File: src/rtl/addsub_pkg.sv
// addsub_pkg: shared sizing helper and flag record for the pipelined add/sub
package addsub_pkg;

    typedef struct packed {
        logic cout;
        logic ovf;
        logic zero;
    } flags_t;

    function automatic int stages(input int width, input int chunk);
        return width / chunk;
    endfunction

endpackage

File: src/rtl/addsub_slice.sv
// addsub_slice: combinational CHUNK-bit adder slice with carry into its MSB
module addsub_slice #(
    parameter int CHUNK = 4
) (
    input  logic [CHUNK-1:0] a,
    input  logic [CHUNK-1:0] b,
    input  logic             cin,
    output logic [CHUNK-1:0] s,
    output logic             cout,
    output logic             c_msb
);
    always_comb begin
        {cout, s} = {1'b0, a} + {1'b0, b} + {{CHUNK{1'b0}}, cin};
        c_msb = s[CHUNK-1] ^ a[CHUNK-1] ^ b[CHUNK-1];
    end
endmodule

File: src/rtl/addsub_pipe.sv
// addsub_pipe: skewed add/sub pipeline, one CHUNK-bit carry slice per stage, global stall
module addsub_pipe
    import addsub_pkg::*;
#(
    parameter int WIDTH = 16,
    parameter int CHUNK = 4
) (
    input  logic             clk,
    input  logic             rst_n,
    input  logic             in_valid,
    output logic             in_ready,
    input  logic [WIDTH-1:0] a,
    input  logic [WIDTH-1:0] b,
    input  logic             sub,
    output logic             out_valid,
    input  logic             out_ready,
    output logic [WIDTH-1:0] s,
    output logic             cout,
    output logic             ovf,
    output logic             zero
);
    localparam int STAGES = stages(WIDTH, CHUNK);
    localparam int L = STAGES - 1;

    if (WIDTH % CHUNK != 0 || WIDTH < CHUNK) begin : g_bad_cfg
        $error("addsub_pipe: WIDTH must be a nonzero multiple of CHUNK");
    end

    typedef struct packed {
        logic [WIDTH-1:0] a;
        logic [WIDTH-1:0] b;
        logic [WIDTH-1:0] s;
        logic             c;
        logic             v;
    } stage_t;

    logic   advance;
    flags_t flg;

    assign advance = !out_valid || out_ready;
    assign in_ready = advance;

    for (genvar k = 0; k < STAGES; k++) begin : g_st
        stage_t           src;
        stage_t           nxt;
        stage_t           q;
        logic [CHUNK-1:0] sum;
        logic             co;
        logic             cm;
        logic             unused;
        if (k == 0) begin : g_src
            assign src = '{a: a, b: b ^ {WIDTH{sub}}, s: '0, c: sub, v: in_valid};
        end else begin : g_src
            assign src = g_st[k-1].q;
        end
        addsub_slice #(.CHUNK(CHUNK)) u_slice (
            .a    (src.a[k*CHUNK +: CHUNK]),
            .b    (src.b[k*CHUNK +: CHUNK]),
            .cin  (src.c),
            .s    (sum),
            .cout (co),
            .c_msb(cm)
        );
        always_comb begin
            nxt = src;
            nxt.s[k*CHUNK +: CHUNK] = sum;
            nxt.c = co;
        end
        always_ff @(posedge clk or negedge rst_n) begin
            if (!rst_n) q <= '0;
            else if (advance) q <= nxt;
        end
        // operands and carry are spent once the top slice has been resolved
        if (k == L) begin : g_sink
            assign unused = ^{q.a, q.b, q.c};
        end else begin : g_sink
            assign unused = cm;
        end
    end

    always_ff @(posedge clk or negedge rst_n) begin
        if (!rst_n) flg <= '0;
        else if (advance) flg <= '{cout: g_st[L].co, ovf: g_st[L].co ^ g_st[L].cm, zero: ~|g_st[L].nxt.s};
    end

    assign out_valid = g_st[L].q.v;
    assign s = g_st[L].q.s;
    assign cout = flg.cout;
    assign ovf = flg.ovf;
    assign zero = flg.zero;

endmodule

File: config.mk
export PLATFORM = sky130hd
export DESIGN_NAME = addsub_pipe
export DESIGN_NICKNAME = d
export VERILOG_FILES = /design/src/rtl/addsub_pkg.sv /design/src/rtl/addsub_slice.sv /design/src/rtl/addsub_pipe.sv
export SDC_FILE = /design/constraint.sdc
export NUM_CORES = 1
export LEC_CHECK = 0
export BUFFER_PORTS_ARGS = -buffer_cell sky130_fd_sc_hd__clkbuf_2
export CAP_MARGIN = 20
export CORE_MARGIN = 2
export CORE_UTILIZATION = 40
export CTS_CLUSTER_SIZE = 40
export DETAILED_ROUTE_END_ITERATION = 7
export PLACE_DENSITY = 0.62
export SYNTH_ARGS = -nofsm -noshare
export SYNTH_HDL_FRONTEND = slang
export SYNTH_SLANG_ARGS = --single-unit
File: constraint.sdc
create_clock -name clk -period 2.2 [get_ports clk]
set_input_delay 0 -clock clk [delete_from_list [all_inputs] [get_ports clk]]
set_output_delay 0 -clock clk [all_outputs]
set_load 0.02 [all_outputs]
==> results_dict.tcl, run 1 <==
set metrics [dict create \
    status "finished clean" \
    drive_above_1_share_pct 14.7 \
    met2_length_um 3860 \
    clockBufferDepth 2 \
    rsz0062_at_grt "false" \
    gp_congestion 0.821 \
    avgSynthCellArea_um2 9.23 \
    cts_max_level 3 \
    clk_pin_slew_ps 90 \
    fin_skew_ps 10.6 \
    std_cell_rows 37 \
    die_w_um 108 \
    cts_tree "built" \
    cts_buffers 9 \
    utilization_pct 50.1 \
    crit_arrival_ps 2290 \
    critPathKind "reg -> reg" \
    min_path_cells 4 \
    cap_violations 0 \
    critPathTopFamily "adder cells" \
    core_area_mm2 0.0104 \
    firstDrtPassIters 4 \
    min_period_ps 2060 \
    hold_path_class "in -> reg" \
    fillers 1027 \
    syn_to_final_growth_pct 20.7 \
    vias 3133 \
    grt_max_degree 103 \
    startpoint_type "flip-flop" \
    synthesis.nets 524 \
    cp-end-kind "flip-flop" \
    numClockSinks 98 \
    max_stage_delay_ps 460 \
    syn-instance-count 468 \
    final_cell_mix "206 x nand2_1, 98 x dfrtp_1, 56 x clkbuf_2" \
    die-area_mm2 0.0116 \
    power_density_mw_per_mm2 1300 \
    wl_met1_um 3970 \
    cp_slowest_cell "fa_1" \
    max_freq_mhz 486 \
    dr_wl_met3_um 246 \
    seq_area_frac_synth_pct 56.8 \
    grt_usage_pct 15.4 \
    setup_violations 0 \
    grt_pass1_vias 3087 \
    ys_warn_count 0 \
    dp_hpwl_um 5660 \
    total_power_mw 6.80 \
    synth_seq_cells 98 \
    hold_viol_final 0 \
    routed_wl_um 8180 \
    initial_core_util_pct 41.5 \
    slew_headroom_pct 59.4 \
    grt_first_pass_wirelength_um 14200 \
    viasPerCell 4.56 \
    antenna_found_initial 0 \
    wl_per_cell_um 11.9 \
    nets 604 \
    drtAntennaViolNets 0 \
    clock_latency_ps 350 \
    ir_drop_uv 405 \
    diodes 0 \
    final_common_cell "nand2_1" \
    maxSlewViolCount 0 \
    path_max_fanout 2 \
    drc 0 \
    drtIter0Drc 107 \
    dp.cells 645 \
    crit_chain "inv_1, fa_1, fa_1, nand2b_1, a21oi_2, xnor2_1, xnor2_1, o21ai_1" \
    cp_num_cells 8 \
    synth_area_mm2 0.00432 \
    stdcell_count 687 \
    worst_pin_slew_ps 609 \
    cts_root_buffer "clkbuf_8" \
    highest_layer "met4" \
    finalSetupTns_ps 0 \
    overflow 0 \
    ys_types 24 \
    worst_r2r_path_depth 8 \
    fin_hold_ws_ps 76.0 \
    io_pins 58 \
    die_h_um 108 \
    cp_num_buf_inv 1 \
    period_share_pct 93.4 \
    p_leak_nw 2.66 \
    cp.required_ps 2430 \
    io_buffers 57 \
]
## worst register-to-register path, cell delays in order, from the launching register on
cell and delay [ps]:
dfrtp_1 330, inv_1 60, fa_1 460, fa_1 410, nand2b_1 170, a21oi_2 160, xnor2_1 150, xnor2_1 140
o21ai_1 70
## what timing repair did
item | CTS | global route
resized for setup | 0 | 1
hold endpoints to repair | 71 | 0
hold buffers | 28 | 0
endpoints found under the setup margin | 0 | 1
buffers inserted | 0 | 0
## stage by stage
stage / instance area (µm²) / setup slack, ps
5_1_grt: 5220 / 26.2
2_1_floorplan: 4320 / 223
6_report: 5220 / 144
3_3_place_gp: 4770 / 145
4_1_cts: 5210 / 103
3_5_place_dp: 4770 / 110
## state kept, by name (all words and copies together) (netlist names)
name / cells
g_st.q: 78
s: 16
cout: 1
out_valid: 1
ovf: 1
zero: 1
## cells in the mapped netlist
master    number  area share (%)
nand2_1      206              18
dfrtp_1       98              57
o21ai_0       20             2.3
nor2_1        18             1.6
xnor2_1       16             3.2
inv_1         15             1.3
o21ai_1       14             1.6
a21oi_1       13             1.5
buf_2         13             1.5
ha_1          12             3.5
clkbuf_1      10            0.87
xor2_1         9             1.8
fa_1           7             3.2
nor2b_1        4            0.58
nand2b_1       3            0.43
a21o_1         2            0.35
a22oi_1        1            0.17
inv_2          1           0.087
mux2i_1        1            0.23
nand4_1        1            0.14
nor4_1         1            0.14
nor4_2         1            0.29
nor4b_1        1            0.20
or4b_1         1            0.23
## kinds of logic (layout without fill, tap and decap cells)
group | Yosys count | after routing | synth area share (%)
AOI/OAI and AO/OA | 50 | 50 | 5.97
and+or+nand+nor | 236 | 236 | 21.5
adders and majority gates | 19 | 19 | 6.72
xor gates and xnor gates | 25 | 25 | 5.07
DFF | 98 | 98 | 56.8
muxes | 1 | 1 | 0.232
buffers and inverters | 39 | 122 | 3.76
## final timing paths
kind,start,end,slack [ps]
hold / removal,a[3],g_st[0].q[1]$_DFFE_PN0P_,80
setup reg to reg,g_st[2].q[30]$_DFFE_PN0P_,ovf$_DFFE_PN0P_,140
max in group asynchronous,rst_n,g_st[1].q[31]$_DFFE_PN0P_,1310
hold reg to reg,g_st[2].q[0]$_DFFE_PN0P_,out_valid$_DFFE_PN0P_,470
setup / recovery,g_st[2].q[30]$_DFFE_PN0P_,ovf$_DFFE_PN0P_,140
min in group asynchronous,rst_n,g_st[0].q[22]$_DFFE_PN0P_,200
## power by group
part	internal, mW	total (mW)	switching, mW
clock	0.427	1.01	0.581
combinational	1.13	2.73	1.60
sequential	2.60	3.06	0.464
total	4.15	6.80	2.65
## cell type report
| cell class | instances | area, µm² | share of cell area [%] |
|---|---|---|---|
| multi-input combinational | 331 | 1720 | 32.9 |
| clock inverter | 3 | 17.5 | 0.336 |
| sequential | 98 | 2450 | 47.0 |
| timing repair buffer | 92 | 658 | 12.6 |
| inverter | 16 | 60.1 | 1.15 |
| tap | 136 | 170 | 3.26 |
| clock buffer | 11 | 141 | 2.71 |
## routing by layer
metal	vias up	GRT usage, %
met1	1468	20.0
li1	1613	-
met5	-	0
met3	9	3.27
met4	0	5.22
met2	43	25.7
Note: power is estimated with default switching activity, not from simulation.
==> inputs of run 2 (changes only) <==
==> constraint.sdc (replaced) <==
create_clock -name clk -period 2.2 [get_ports clk]
set_input_delay 0.44 -clock clk [delete_from_list [all_inputs] [get_ports clk]]
set_output_delay 0.44 -clock clk [all_outputs]
set_load 0.02 [all_outputs]
==> results_dict.tcl, run 2 (synthesis gave the netlist of run 1 again) <==
set metrics [dict create \
    status "finished clean" \
    numClockSinks 98 \
    antenna_found_initial 0 \
    cts_max_level 3 \
    gp_congestion 0.824 \
    grt_first_pass_wirelength_um 14400 \
    stdcell_count 664 \
    cp.required_ps 2440 \
    final_area_mm2 0.00499 \
    fin_hold_ws_ps 9.56 \
    die-area_mm2 0.0116 \
    startpoint_type "flip-flop" \
    p_leak_nw 2.56 \
    dp.cells 648 \
    worst_r2r_path_depth 8 \
    std_cell_rows 37 \
    critPathKind "reg -> reg" \
    hold_viol_final 0 \
    initial_core_util_pct 41.5 \
    core_area_mm2 0.0104 \
    final_common_cell "nand2_1" \
    min_period_ps 2050 \
    largest_register_ffs 78 \
    viasPerCell 4.57 \
    power_density_mw_per_mm2 1400 \
    fillers 1022 \
    overflow 0 \
    period_share_pct 93.0 \
    firstDrtPassIters 4 \
    finalWorstSetupSlack_ps 153 \
    syn_to_final_growth_pct 15.4 \
    grt_pass1_vias 3064 \
    worstReg2RegStart "g_st[2].q[30]$_DFFE_PN0P_" \
    io_pins 58 \
    wl_per_cell_um 12.3 \
    nets 579 \
    worst_pin_slew_ps 422 \
    clockBufferDepth 2 \
    die_h_um 108 \
    rsz0062_at_grt "false" \
    diodes 0 \
    finalSetupTns_ps 0 \
    crit_arrival_ps 2280 \
    r2r_setup_slack_ps 150 \
    routed_wl_um 8170 \
    path_max_fanout 2 \
    timing.rr.end "ovf$_DFFE_PN0P_" \
    cp-end-kind "flip-flop" \
    fin_skew_ps 6.35 \
    cts_buffers 9 \
    dp_hpwl_um 5740 \
    post-place-ws_ps 88.0 \
    grt_usage_pct 15.8 \
    clock_latency_ps 350 \
    die_w_um 108 \
    slew_headroom_pct 71.8 \
    cap_violations 0 \
    vias 3035 \
    drc 0 \
    final_cell_mix "206 x nand2_1, 98 x dfrtp_1, 56 x clkbuf_2" \
    largest-register "g_st.q" \
    drtAntennaViolNets 0 \
    grt_max_degree 103 \
    max_freq_mhz 489 \
    cts_tree "built" \
    cts_root_buffer "clkbuf_8" \
    drtIter0Drc 107 \
    setup_violations 0 \
    dpl_cell_area_mm2 0.00477 \
    io_buffers 57 \
    clk_pin_slew_ps 90 \
    hold_path_class "in -> async" \
    ir_drop_uv 450 \
    drive_above_1_share_pct 16.7 \
    post_cts_buffers 0 \
    maxSlewViolCount 0 \
]
## run 2: worst max-delay path by stage
stage	startpoint	to	cells after the start
2_1_floorplan	g_st[2].q[30]$_DFFE_PN0P_	ovf$_DFFE_PN0P_	8
5_1_grt	g_st[2].q[30]$_DFFE_PN0P_	ovf$_DFFE_PN0P_	8
3_5_place_dp	g_st[2].q[30]$_DFFE_PN0P_	ovf$_DFFE_PN0P_	8
3_3_place_gp	g_st[2].q[30]$_DFFE_PN0P_	ovf$_DFFE_PN0P_	8
4_1_cts	g_st[2].q[30]$_DFFE_PN0P_	ovf$_DFFE_PN0P_	8
6_report	g_st[2].q[30]$_DFFE_PN0P_	ovf$_DFFE_PN0P_	8
## run 2: critical path, cell delays in order, from the launching register on
cell and delay, ps:
dfrtp_1 340, inv_1 60, fa_1 470, fa_2 380, nand2b_1 160, a21oi_2 160
xnor2_1 150, xnor2_1 140, o21ai_1 70
## run 2: timing repair
action / CTS / global route
hold buffers: 0 / 0
resized for setup: 0 / 3
endpoints found under the setup margin: 0 / 2
## run 2: metal layers
| layer | part of all wire, % | vias up | routed length (µm) | track usage (%) |
|---|---|---|---|---|
| li1 | - | 1567 | - | - |
| met1 | 48 | 1403 | 3910 | 22.2 |
| met2 | 47 | 55 | 3820 | 23.9 |
| met3 | 3.5 | 10 | 289 | 3.45 |
| met4 | 1.8 | 0 | 150 | 6.32 |
| met5 | 0 | - | 0 | 0 |
## run 2: power by group
group | total, mW | internal, mW | switching [mW] | leakage (nW)
logic | 2.70 | 1.10 | 1.60 | 1.28
registers | 3.08 | 2.60 | 0.486 | 1.18
clock network | 1.18 | 0.542 | 0.638 | 0.0926
## run 2: area by class of cell
type / count / area (µm²) / area share (%)
sequential: 98 / 2450 / 49.2
multi-input combinational: 331 / 1730 / 34.6
timing repair buffer: 67 / 375 / 7.53
tap: 136 / 170 / 3.41
clock buffer: 10 / 128 / 2.56
clock inverter: 6 / 75.1 / 1.51
inverter: 16 / 60.1 / 1.20
## run 2: metrics by stage
step | total power [mW] | util (%)
finish | 6.96 | 47.9
global route | 7.62 | 47.9
CTS | 7.02 | 47.7
detailed placement | 5.83 | 45.8
global placement | 5.72 | 45.8
floorplan | 5.01 | -
